===== src/rtl/ov7670_vga_reader.sv =====
// ov7670_vga_reader: scans the 320x240 12-bit frame buffer out as 640x480@60 VGA with 2x2 pixel doubling.
// Defining OV7670_VGA_TESTPAT_EN adds a testpat input that replaces visible pixels with 8 vertical colour bars.
module ov7670_vga_reader #(
  parameter int unsigned c_img_cols    = 320,
  parameter int unsigned c_img_rows    = 240,
  parameter int unsigned c_nb_img_pxls = 17,
  parameter int unsigned c_nb_buf      = 12,
  parameter int unsigned c_clk_div     = 4,
  parameter int unsigned c_h_vis       = 640,
  parameter int unsigned c_h_fp        = 16,
  parameter int unsigned c_h_sync      = 96,
  parameter int unsigned c_h_bp        = 48,
  parameter int unsigned c_v_vis       = 480,
  parameter int unsigned c_v_fp        = 10,
  parameter int unsigned c_v_sync      = 2,
  parameter int unsigned c_v_bp        = 33
) (
  input  logic                     clk,
  input  logic                     rst,
  input  logic                     rgbmode,
`ifdef OV7670_VGA_TESTPAT_EN
  input  logic                     testpat,
`endif
  output logic [c_nb_img_pxls-1:0] frame_addr,
  input  logic [c_nb_buf-1:0]      frame_data,
  output logic                     hsync,
  output logic                     vsync,
  output logic                     de,
  output logic [3:0]               vga_r,
  output logic [3:0]               vga_g,
  output logic [3:0]               vga_b,
  output logic                     frame_start
);

  localparam int unsigned c_h_tot  = c_h_vis + c_h_fp + c_h_sync + c_h_bp;
  localparam int unsigned c_v_tot  = c_v_vis + c_v_fp + c_v_sync + c_v_bp;
  localparam int unsigned c_nb_h   = $clog2(c_h_tot);
  localparam int unsigned c_nb_v   = $clog2(c_v_tot);
  localparam int unsigned c_nb_div = $clog2(c_clk_div);
  localparam int unsigned c_hs_beg = c_h_vis + c_h_fp;
  localparam int unsigned c_hs_end = c_hs_beg + c_h_sync;
  localparam int unsigned c_vs_beg = c_v_vis + c_v_fp;
  localparam int unsigned c_vs_end = c_vs_beg + c_v_sync;
  localparam int unsigned c_last_inc_line = 2 * c_img_rows - 1;
`ifdef OV7670_VGA_TESTPAT_EN
  localparam int unsigned c_bar_w  = c_h_vis / 8;
`endif

  logic [c_nb_div-1:0]      div_cnt;
  logic [c_nb_h-1:0]        h_cnt;
  logic [c_nb_v-1:0]        v_cnt;
  logic [c_nb_img_pxls-1:0] line_base;

  logic                     tick_c;
  logic                     h_wrap_c;
  logic                     v_wrap_c;
  logic [c_nb_h-1:0]        h_nxt_c;
  logic [c_nb_v-1:0]        v_nxt_c;
  logic [c_nb_img_pxls-1:0] base_nxt_c;
  logic [c_nb_img_pxls-1:0] addr_nxt_c;
  logic                     vis_c;
  logic                     vis_nxt_c;
  logic [3:0]               pix_r_c;
  logic [3:0]               pix_g_c;
  logic [3:0]               pix_b_c;
`ifdef OV7670_VGA_TESTPAT_EN
  logic [2:0]               bar_c;
`endif

  // Next scan position and the buffer address of the pixel shown after the coming tick
  always_comb begin
    tick_c     = (div_cnt == c_nb_div'(c_clk_div - 1));
    h_wrap_c   = (h_cnt == c_nb_h'(c_h_tot - 1));
    v_wrap_c   = (v_cnt == c_nb_v'(c_v_tot - 1));
    h_nxt_c    = h_wrap_c ? '0 : h_cnt + c_nb_h'(1);
    v_nxt_c    = v_cnt;
    base_nxt_c = line_base;
    if (h_wrap_c) begin
      v_nxt_c = v_wrap_c ? '0 : v_cnt + c_nb_v'(1);
      // Each stored row is shown on two lines; advance after the second (odd) one
      if (v_wrap_c)
        base_nxt_c = '0;
      else if (v_cnt[0] && (v_cnt < c_nb_v'(c_last_inc_line)))
        base_nxt_c = line_base + c_nb_img_pxls'(c_img_cols);
    end
    vis_nxt_c  = (h_nxt_c < c_nb_h'(c_h_vis)) && (v_nxt_c < c_nb_v'(c_v_vis));
    addr_nxt_c = vis_nxt_c ? base_nxt_c + c_nb_img_pxls'(h_nxt_c >> 1) : base_nxt_c;
    vis_c      = (h_cnt < c_nb_h'(c_h_vis)) && (v_cnt < c_nb_v'(c_v_vis));
  end

  // Pixel colour for the current position; blanking forces black
  always_comb begin
    pix_r_c = '0;
    pix_g_c = '0;
    pix_b_c = '0;
`ifdef OV7670_VGA_TESTPAT_EN
    bar_c   = 3'(h_cnt / c_nb_h'(c_bar_w));
`endif
    if (vis_c) begin
      if (rgbmode) begin
        pix_r_c = frame_data[11:8];
        pix_g_c = frame_data[7:4];
        pix_b_c = frame_data[3:0];
      end else begin
        pix_r_c = frame_data[7:4];
        pix_g_c = frame_data[7:4];
        pix_b_c = frame_data[7:4];
      end
`ifdef OV7670_VGA_TESTPAT_EN
      if (testpat) begin
        pix_r_c = {4{bar_c[2]}};
        pix_g_c = {4{bar_c[1]}};
        pix_b_c = {4{bar_c[0]}};
      end
`endif
    end
  end

  // Counters, address and the one-pixel-delayed output stage, all advanced on the tick
  always_ff @(posedge clk) begin
    if (rst) begin
      div_cnt     <= '0;
      h_cnt       <= '0;
      v_cnt       <= '0;
      line_base   <= '0;
      frame_addr  <= '0;
      hsync       <= 1'b1;
      vsync       <= 1'b1;
      de          <= 1'b0;
      vga_r       <= '0;
      vga_g       <= '0;
      vga_b       <= '0;
      frame_start <= 1'b0;
    end else begin
      frame_start <= 1'b0;
      div_cnt     <= tick_c ? '0 : div_cnt + c_nb_div'(1);
      if (tick_c) begin
        h_cnt       <= h_nxt_c;
        v_cnt       <= v_nxt_c;
        line_base   <= base_nxt_c;
        frame_addr  <= addr_nxt_c;
        de          <= vis_c;
        hsync       <= !((h_cnt >= c_nb_h'(c_hs_beg)) && (h_cnt < c_nb_h'(c_hs_end)));
        vsync       <= !((v_cnt >= c_nb_v'(c_vs_beg)) && (v_cnt < c_nb_v'(c_vs_end)));
        vga_r       <= pix_r_c;
        vga_g       <= pix_g_c;
        vga_b       <= pix_b_c;
        frame_start <= h_wrap_c && v_wrap_c;
      end
    end
  end

endmodule


===== config.mk =====
export PLATFORM = sky130hd
export DESIGN_NAME = ov7670_vga_reader
export DESIGN_NICKNAME = d
export VERILOG_FILES = /design/src/rtl/ov7670_vga_reader.sv
export SDC_FILE = /design/constraint.sdc
export NUM_CORES = 1
export LEC_CHECK = 0
export CAP_MARGIN = 20
export CELL_PAD_IN_SITES_DETAIL_PLACEMENT = 1
export CELL_PAD_IN_SITES_GLOBAL_PLACEMENT = 1
export CORE_MARGIN = 5
export CORE_UTILIZATION = 39
export DETAILED_ROUTE_END_ITERATION = 10
export PLACE_DENSITY = 0.89
export SYNTH_ARGS = -nofsm -noshare
export SYNTH_HDL_FRONTEND = slang
export SYNTH_SLANG_ARGS = --single-unit

===== constraint.sdc =====
create_clock -name clk -period 3.6 [get_ports clk]
set_clock_uncertainty 0.05 [all_clocks]
set_input_delay 0.54 -clock clk [delete_from_list [all_inputs] [get_ports clk]]
set_output_delay 0.54 -clock clk [all_outputs]
set_load 0.01 [all_outputs]

==> summary.txt <==
Status
  – Outcome: finished, final reports clean

Power and ir drop
  – Tot Pwr: 1.58 mW
  – Sequential power share: 0.516
  – Pleak: 2.01 nW
  – Sw Share: 0.245
  – Switching Power: 388 uW
  – PwrDens: a little under 300 nW/um2
  – Maximum VDD drop: ~0.21 mV
  – Clock network power share: 0.405
  – Combinational cell fraction of total power: 0.078
  – Pint: 1.20 mW

Setup path
  – CP startpoint kind: register
  – Critical path arrival: 3.70 ns
  – CP Capture Type: register
  – CP required: 3.81 ns
  – Crit path max fanout: 7
  – Worst Setup Path Type: reg -> reg

STA
  – RSZ-0062 raised after global routing: yes
  – Worst slew pin tran: 0.905 ns
  – Slew Viols, Final: 0
  – Fmax: approximately 290 MHz
  – Hold_ws: 0.380 ns
  – Final-report hold violation count: 0
  – Endpoints failing setup: 0
  – Rel. slew slack: 0.396
  – Tmin final: 3.49 ns
  – Final period util: 0.969

Floorplanning
  – Io pins: between 40 and 50
  – Die Ht: ~110 um
  – Die X: around 110 um
  – FP Rows: 38
  – Area of the die: 13200 um2
  – Initial Util: 0.397
  – CORE AREA: 10800 um2

GRT
  – Largest net degree at the start of global routing: 34
  – Antenna violations before repair: 0
  – Vias in the first global route: 4360
  – Total track usage: 0.213
  – First-pass GRT wire length: 22400 um
  – GRT overflow: 0

Detailed routing
  – WL final: 14400 um
  – WL/cell: 20.2 um
  – Router iterations before antenna repair: 5
  – Detailed-route via count: 4163
  – Post-route ant nets: 0
  – DRC Markers: 0
  – Vias per cell: approximately 6
  – DR iter-0 viols: 223

CTS
  – CTS buffer count: 9
  – Clock Tree Buf Depth: 2
  – Clock Latency Late Sink: between 0.3 and 0.4 ns
  – CTS tree: built
  – H-tree Lvls: 3
  – Clock tree sinks: 72
  – Root Buffer: clkbuf_8
  – Clock Pin Slew Worst Setup and Hold Paths: ~0.08 ns

Synthesis
  – Count of cell types in the netlist: 78
  – Post-synth top area cell: dfxtp_1
  – Yosys warns: 0
  – Synth top area share: 0.336
  – Seq/Total Area, Yosys: 0.336
  – Async S/R FF share, synth: 0
  – Predominant post-synthesis flop cell: dfxtp_1
  – Area contributors post-synth: dfxtp_1, nand2_1, ha_1
  – Synth Register Bits: 72
  – Post-synth EDFFs: 0
  – Synth Net Count: 540
  – Syn_area_per_cell: around 8.4 um2
  – Synthesized cell area: 4290 um2
  – Post-Syn Instances: just over 500

Placement
  – IO Port Bufs: between 40 and 50
  – Routability cong.: 0.867
  – DP HPWL: 9960 um

Job
  – Max_cap viols: 0

Layout
  – Layout cell share with drive strength beyond 1: 0.166
  – Layout Nets: around 600
  – Area grow syn2layout: 23.9%
  – Ant. Diodes: 0

Hold path
  – Min-Delay Path Class: reg -> reg
## metal layers
metal	track usage	wire length, um
met1	0.249	5680
met2	0.384	7770
met3	0.0353	537
met4	0.0900	388
met5	0	0
## synth_stat cells, types with 4 or more instances
library cell / n
dfxtp_1: 72
nand2_1: 55
nor2_1: 50
o21ai_0: 33
a21oi_1: 32
clkbuf_1: 21
mux2i_1: 16
and2_1: 15
ha_1: 15
nand3_1: 15
nor3_1: 15
xnor2_1: 15
inv_1: 11
a22o_1: 10
nand4_1: 9
nor2b_1: 8
xor2_1: 7
a211oi_1: 6
and3_1: 6
and4_1: 5
buf_6: 5
o21bai_1: 5
buf_2: 4
nand4b_1: 4
nor4_1: 4
o211ai_1: 4
## logic make-up after synthesis
family | count (synthesis) | synth area share
and+or+nand+nor | 214 | 0.273
DFF | 72 | 0.336
adders and majority gates | 16 | 0.0484
buffers and inverters | 41 | 0.0458
xor gates and xnor gates | 23 | 0.0487
muxes | 16 | 0.0373
AOI/OAI and AO/OA | 127 | 0.211
## final cells by class
cell class / instances / area [um2]
timing repair buffer: 78 / 703
inverter: 11 / 41.3
clock buffer: 11 / 141
fill: 1258 / 5480
clock inverter: 4 / 45.0
multi-input combinational: 396 / 2770
tap: 140 / 175
sequential: 72 / 1440
## worst max-delay path: stages (launching register included)
cell and delay [ns]:
dfxtp_1 0.33, inv_2 0.07, ha_1 0.13, and4bb_1 0.19, nand4_1 0.14, or2_4 0.34
and2_1 0.21, ha_1 0.30, a21oi_2 0.21, o211ai_1 0.11, buf_4 0.16, o41ai_4 0.35
o21a_2 0.27, nor3b_4 0.08, and3_1 0.20, a2111oi_2 0.27
## registers in the layout, summed over array words and instances (netlist names)
signal	cells
frame_addr	17
line_base	17
h_cnt	10
v_cnt	10
vga_b	4
vga_g	4
vga_r	4
div_cnt	2
de	1
frame_start	1
hsync	1
vsync	1
## cells in the final DEF, fill, tap and decap left out, types with 4 or more instances in the layout
cell type        netlist  layout
buf_4                  0      31
a22o_1                10      10
clkdlybuf4s50_1        0      47
nor2_2                 2       4
nand4b_1               4       4
o21bai_1               5       5
nor4_1                 4       4
and3_1                 6       4
o21ai_0               33      32
a211oi_1               6       5
nand2_1               55      55
o211ai_1               4       4
and4_1                 5       5
a21oi_1               32      30
mux2i_1               16      16
nor3_1                15      15
and2_1                15      14
nor2_1                50      47
clkbuf_8               0      10
inv_1                 11      10
xnor2_1               15      15
ha_1                  15      12
dfxtp_1               72      72
xor2_1                 7       7
nor2b_1                8       8
nand3_1               15      15
nand4_1                9       9
## worst paths after layout
kind | from | depth (start not counted) | slack, ns | to
worst max-delay path | v_cnt[0] | 15 | 0.11 | frame_addr[13]
worst min-delay path | div_cnt[0] | 1 | 0.38 | div_cnt[0]
worst max register to register | v_cnt[0] | 15 | 0.11 | frame_addr[13]
worst min register to register | div_cnt[0] | 1 | 0.38 | div_cnt[0]
## stage by stage
step | std cells | util | TNS, ns | cell area (um2) | setup WS (ns)
after floorplan | 509 | - | 0 | 4300 | 0.000923
after global placement | 692 | 0.462 | 0 | 4990 | 0.131
after detailed placement | 692 | 0.462 | -0.167 | 4990 | -0.104
after CTS | 707 | 0.481 | 0 | 5200 | 0.0525
after global routing | 712 | 0.492 | -0.0844 | 5310 | -0.0574
final | 712 | 0.492 | 0 | 5310 | 0.110
## what timing repair did
item	in CTS	in global routing
endpoints found under the hold margin	0	0
hold buffers	0	0
pin swaps	0	9
resized for setup	5	18
setup buffers	0	5
setup endpoints to repair	6	7
## power by group through the flow
stage | Sequential, mW | Clock (mW) | Combinational [mW]
6_report | 0.818 | 0.642 | 0.124
3_3_place_gp | 0.836 | 0 | 0.117
2_1_floorplan | 0.841 | 0 | 0.0528
3_5_place_dp | 0.837 | 0 | 0.121
5_1_grt | 0.820 | 0.685 | 0.135
4_1_cts | 0.818 | 0.650 | 0.123
(Power assumes the default switching activity.)
